### src/rtl/draw_sweep_arbiter.sv
// draw_sweep_arbiter: two-requester sweep-job arbiter and even/odd pair
// sequencer for the dual write ports of the draw frame memory.
// Build option: define DRAW_SWEEP_RR_EN for round-robin arbitration;
// leave it undefined for fixed priority (requester 0 wins ties).
module draw_sweep_arbiter #(
  parameter int ADDR_W = 14,
  parameter int DATA_W = 8
) (
  input  logic              clk,
  input  logic              reset,
  input  logic              req0,
  input  logic              req1,
  input  logic [ADDR_W-2:0] base0,
  input  logic [ADDR_W-2:0] base1,
  input  logic [ADDR_W-1:0] len0,
  input  logic [ADDR_W-1:0] len1,
  input  logic [DATA_W-1:0] data0,
  input  logic [DATA_W-1:0] data1,
  output logic              gnt0,
  output logic              gnt1,
  output logic              done0,
  output logic              done1,
  output logic              busy,
  input  logic              stall,
  output logic [ADDR_W-1:0] addr_a,
  output logic [ADDR_W-1:0] addr_b,
  output logic              we_a,
  output logic              we_b,
  output logic [DATA_W-1:0] wdata_a,
  output logic [DATA_W-1:0] wdata_b
);

  localparam logic [1:0] ST_IDLE = 2'd0;
  localparam logic [1:0] ST_RUN  = 2'd1;
  localparam logic [1:0] ST_DONE = 2'd2;

  localparam logic [ADDR_W-1:0] IDX_ONE  = 1;
  localparam logic [ADDR_W-2:0] PAIR_ONE = 1;

  logic [1:0]        state_reg;
  logic [ADDR_W-1:0] idx_reg;
  logic [ADDR_W-1:0] len_reg;
  logic              owner_reg;
  logic [ADDR_W-1:0] addr_a_reg;
  logic [ADDR_W-1:0] addr_b_reg;
  logic [DATA_W-1:0] wdata_reg;
  logic              gnt0_reg;
  logic              gnt1_reg;

  logic              accept;
  logic              pick1;
  logic [ADDR_W-2:0] sel_base;
  logic [ADDR_W-1:0] sel_len;
  logic [DATA_W-1:0] sel_data;
  logic [ADDR_W-2:0] cur_pair;
  logic              write_now;
  logic              last_pair;

  // Requests are only looked at while idle; busy masks them entirely.
  assign accept = (state_reg == ST_IDLE) && (req0 || req1);

`ifdef DRAW_SWEEP_RR_EN
  logic ptr_reg;

  // Round-robin: on a tie the requester that did not own the last job wins.
  assign pick1 = req1 && (!req0 || !ptr_reg);

  // Last-owner pointer; reset value 1 lets requester 0 win the first tie.
  always_ff @(posedge clk) begin
    if (reset) begin
      ptr_reg <= 1'b1;
    end else if (accept) begin
      ptr_reg <= pick1;
    end
  end
`else
  // Fixed priority: requester 1 only wins when requester 0 is quiet.
  assign pick1 = req1 && !req0;
`endif

  assign sel_base = pick1 ? base1 : base0;
  assign sel_len  = pick1 ? len1  : len0;
  assign sel_data = pick1 ? data1 : data0;

  // The even address register always carries the current pair index.
  assign cur_pair  = addr_a_reg[ADDR_W-1:1];
  assign write_now = (state_reg == ST_RUN) && !stall;
  assign last_pair = (idx_reg == (len_reg - IDX_ONE));

  // Job sequencer: accept, walk pairs (holding on stall), then pulse done.
  always_ff @(posedge clk) begin
    if (reset) begin
      state_reg  <= ST_IDLE;
      idx_reg    <= '0;
      len_reg    <= '0;
      owner_reg  <= 1'b0;
      addr_a_reg <= '0;
      addr_b_reg <= '0;
      wdata_reg  <= '0;
    end else begin
      case (state_reg)
        ST_IDLE: begin
          if (accept) begin
            owner_reg <= pick1;
            len_reg   <= sel_len;
            idx_reg   <= '0;
            if (sel_len != '0) begin
              // Address and data are presented in the grant cycle itself.
              addr_a_reg <= {sel_base, 1'b0};
              addr_b_reg <= {sel_base, 1'b1};
              wdata_reg  <= sel_data;
              state_reg  <= ST_RUN;
            end else begin
              state_reg  <= ST_DONE;
            end
          end
        end
        ST_RUN: begin
          if (write_now) begin
            if (last_pair) begin
              // Keep the last address on the bus; it is don't-care from here.
              state_reg <= ST_DONE;
            end else begin
              // Pair index wraps naturally in ADDR_W-1 bits.
              idx_reg    <= idx_reg + IDX_ONE;
              addr_a_reg <= {cur_pair + PAIR_ONE, 1'b0};
              addr_b_reg <= {cur_pair + PAIR_ONE, 1'b1};
            end
          end
        end
        ST_DONE: begin
          state_reg <= ST_IDLE;
        end
        default: begin
          state_reg <= ST_IDLE;
        end
      endcase
    end
  end

  // Grant pulses are registered so they line up with the first write cycle.
  always_ff @(posedge clk) begin
    if (reset) begin
      gnt0_reg <= 1'b0;
      gnt1_reg <= 1'b0;
    end else begin
      gnt0_reg <= accept && !pick1;
      gnt1_reg <= accept && pick1;
    end
  end

  assign gnt0    = gnt0_reg;
  assign gnt1    = gnt1_reg;
  assign done0   = (state_reg == ST_DONE) && !owner_reg;
  assign done1   = (state_reg == ST_DONE) && owner_reg;
  assign busy    = (state_reg != ST_IDLE);
  assign we_a    = write_now;
  assign we_b    = write_now;
  assign addr_a  = addr_a_reg;
  assign addr_b  = addr_b_reg;
  assign wdata_a = wdata_reg;
  assign wdata_b = wdata_reg;

endmodule

### config.mk
export PLATFORM = sky130hd
export DESIGN_NAME = draw_sweep_arbiter
export DESIGN_NICKNAME = d
export VERILOG_FILES = /design/src/rtl/draw_sweep_arbiter.sv
export SDC_FILE = /design/constraint.sdc
export NUM_CORES = 1
export LEC_CHECK = 0
export CAP_MARGIN = 20
export CORE_MARGIN = 8
export CORE_UTILIZATION = 45
export CTS_BUF_LIST = sky130_fd_sc_hd__clkbuf_8
export CTS_CLUSTER_DIAMETER = 100
export DETAILED_ROUTE_END_ITERATION = 7
export PLACE_DENSITY = 0.84
export SLEW_MARGIN = 0
export SYNTH_ARGS = -nofsm -noshare
export SYNTH_HDL_FRONTEND = slang
export SYNTH_SLANG_ARGS = --single-unit
### constraint.sdc
create_clock -name clk -period 6.3 [get_ports clk]
set_clock_uncertainty 0.1 [all_clocks]
set_input_delay 1.26 -clock clk [delete_from_list [all_inputs] [get_ports clk]]
set_output_delay 1.26 -clock clk [all_outputs]
set_load 0.005 [all_outputs]
==> results.sh <==
export IMPL_post_route_util=0.617
export IMPL_cts_path_max_buffers=2
export IMPL_grt_ovfl_total=0
export IMPL_netlist_area_leader_share=0.315
export IMPL_floorplan_io_pins=126
export IMPL_wl_mm=11.2
export IMPL_cell_internal_pwr_w=0.000647
export IMPL_grt_pass1_vias=3723
export IMPL_ys_flop_type="dfxtp_1"
export IMPL_gp_routability_congestion=0.907
export IMPL_power_frac_comb=0.349
export IMPL_route_vias_total=3783
export IMPL_max_freq_mhz=239
export IMPL_total_nets_after_synthesis=538
export IMPL_post_cts_repair_setup_buffers=0
export IMPL_report_final_setup_viol=0
export IMPL_rows=32
export IMPL_synth_seq_area_share=0.315
export IMPL_cts_root_buffer_cell="clkbuf_8"
export IMPL_placement_io_buffers=124
export IMPL_floorplan_die_height_um=104
export IMPL_finalCritPeriodShare=0.664
export IMPL_route_detailed_wl_per_inst_um=17.2
export IMPL_clkSinkCount=55
export IMPL_initial_core_util=0.457
export IMPL_start_kind="input pin"
export IMPL_power_density_nw_per_um2=208
export IMPL_first_pass_iters=5
export IMPL_cp_data_arrival_time_ps=4320
export IMPL_run_status="finished, final reports clean"
export IMPL_postSynth_asyncResetShare=0
export IMPL_critPathKind="in -> reg"
export IMPL_switching_share=0.342
export IMPL_cts_inserted_buffers=5
export IMPL_seq_power_share=0.432
export IMPL_preCtsSetupSlack_ps=1800
export IMPL_critPathRequiredTime_ps=6430
export IMPL_post_route_cells_drive_above_1_share=0.0420
export IMPL_power_frac_clock=0.218
export IMPL_grtUsageTotal=0.197
export IMPL_synthDominantAreaCellType="dfxtp_1"
export IMPL_floorplan_die_width_um=104
export IMPL_detail_route_iter0_violations=280
export IMPL_totalNegativeSetupSlack_ps=0
export IMPL_syn_to_final_growth_pct=35.0
export IMPL_critical_path_max_fanout=37
export IMPL_filler_cell_count=654
export IMPL_number_of_synthesized_flops_with_an_enable_pin=0
export IMPL_insertion_delay_ps=320
export IMPL_irDropWorstVdd_uv=135
export IMPL_number_of_antenna_violations_at_the_first_check_in_global_routing=0
export IMPL_syn_area_per_cell_um2=7.60
export IMPL_postSynthCellCount=460
export IMPL_die_area_um2=10800
export IMPL_cts_clk_slew_worst_paths_ps=110
export IMPL_rsz0062_at_grt="false"
export IMPL_remaining_drc_errors=0
export IMPL_timing_final_ws_setup_ps=2120
export IMPL_grt_pass1_wl_mm=18.1
export IMPL_timing_slew_headroom=0.278
export IMPL_p_switching_w=0.000337
export IMPL_timing_final_max_slew_violations=0
export IMPL_floorplan_core_area_um2=7650
export IMPL_number_of_levels_in_the_clock_h_tree=2
export IMPL_detail_route_vias_per_cell=5.82
export IMPL_most_common_layout_cells="clkdlybuf4s50_1 (124), nand2_1 (64), dfxtp_1 (55)"
export IMPL_layout_cells_most_common="clkdlybuf4s50_1"
export IMPL_largest_cells_by_area_after_synthesis="dfxtp_1 (31%), nand2_1 (6.9%), o21ai_0 (5.6%), mux2i_1 (5.2%), buf_4 (4.9%)"
export IMPL_tritoncts="done"
export IMPL_yosysUniqueCellTypes=53
export IMPL_maximum_number_of_pins_on_one_net_before_global_route_repair=38
export IMPL_number_of_max_cap_violations=0
export IMPL_post_synthesis_sequential_element_count=55
export IMPL_p_leak_nw=1.68
export IMPL_period_minus_slack_ps=4180
export IMPL_hpwl_reported_at_the_end_of_detailed_placement_mm=8.57
export IMPL_synth_area_um2=3500
export IMPL_hp_class="reg -> reg"
export IMPL_tightest_pin_transition_ps=1080
export IMPL_post_cts_resize_count=0
export IMPL_post_cts_hold_buffer_count=0
export IMPL_nets=625
export IMPL_diodes=0
export IMPL_ant_nets=0
export IMPL_ys_warns=0
export IMPL_timing_critical_path_to_type="flop"
export IMPL_finalHoldViolCount=0
==> routing by layer <==
| layer | part of all wire | vias up | global-route usage |
|---|---|---|---|
| met1 | 0.43 | 1750 | 0.234 |
| met5 | 0 | - | 0 |
| met2 | 0.46 | 193 | 0.320 |
| met3 | 0.079 | 30 | 0.0607 |
| li1 | - | 1810 | - |
| met4 | 0.031 | 0 | 0.0858 |
==> per-stage QoR <==
stage / cell area [um2] / cells / total power, W / hold slack (ps)
after floorplan: 3500 / 460 / 0.000623 / 342
after global placement: 4620 / 642 / 0.000762 / 358
after detailed placement: 4620 / 642 / 0.000772 / 368
after CTS: 4720 / 650 / 0.000986 / 398
after global routing: 4720 / 650 / 0.00104 / 432
final: 4720 / 650 / 0.000984 / 395
==> cell usage after synthesis (2+ instances only) <==
| library cell | n |
|---|---|
| nor2_1 | 41 |
| nand3_1 | 16 |
| dfxtp_1 | 55 |
| mux2i_1 | 18 |
| and2_1 | 3 |
| buf_4 | 23 |
| a211oi_1 | 8 |
| and3_1 | 6 |
| a31oi_1 | 4 |
| o22ai_1 | 3 |
| nand4_1 | 9 |
| o211ai_1 | 4 |
| nor3_1 | 11 |
| xnor2_1 | 9 |
| buf_1 | 2 |
| or4_1 | 4 |
| a311oi_1 | 9 |
| o21a_1 | 2 |
| a21oi_1 | 25 |
| clkbuf_1 | 19 |
| xor2_1 | 13 |
| nand2b_1 | 5 |
| or3_1 | 3 |
| nor4b_1 | 2 |
| nor2b_1 | 3 |
| o31ai_1 | 4 |
| a41oi_1 | 4 |
| o21ai_0 | 39 |
| nand2_1 | 64 |
| or2_2 | 3 |
| nor3b_1 | 3 |
| o21ba_2 | 2 |
| ha_1 | 3 |
| or4_4 | 2 |
| inv_1 | 8 |
| nand3b_1 | 2 |
| nor4_1 | 13 |
==> logic make-up (layout without fill, tap and decap cells) <==
kind of cell	count (synthesis)	in the layout	share of synthesized area
flops	55	55	0.315
other cells	1	1	0.00107
fa+ha+maj	3	3	0.0107
simple gates	194	194	0.274
compound gates	114	114	0.209
xor+xnor	22	22	0.0551
mux	18	18	0.0515
buf+inv	53	141	0.0837
==> worst max-delay path, cell delays in order <==
cell and delay (ps):
clkdlybuf4s50_1 520, nor2b_4 820, o21ai_0 380, nor3_2 880, nor2_1 130, a311oi_1 310
==> layout make-up <==
type | instances | area, um2 | area share
clock inverters | 3 | 27.5 | 0.00583
multi-input cells | 352 | 2120 | 0.448
repair buffers | 125 | 1250 | 0.265
inverters | 8 | 30.0 | 0.00636
well taps | 102 | 128 | 0.0270
flip-flops and latches | 55 | 1100 | 0.233
clock buffers | 5 | 68.8 | 0.0146
==> path summary, 6_finish.rpt <==
kind / from / endpoint / slack [ps] / cells after the start
setup / recovery: req1 / wdata_a[3] / 2120 / 6
hold / removal: addr_b[0] / addr_b[0] / 400 / 2
setup reg to reg: len_reg[0] / idx_reg[7] / 3010 / 10
hold reg to reg: addr_b[0] / addr_b[0] / 400 / 2
==> power by group through the flow <==
stage | logic [W] | clock network (W) | registers [W]
after CTS | 0.000343 | 0.000218 | 0.000424
after global routing | 0.000375 | 0.000233 | 0.000431
after global placement | 0.000333 | 0 | 0.000430
after detailed placement | 0.000340 | 0 | 0.000432
after floorplan | 0.000203 | 0 | 0.000420
final | 0.000344 | 0.000215 | 0.000425
Note: power is estimated with default switching activity, not from simulation.
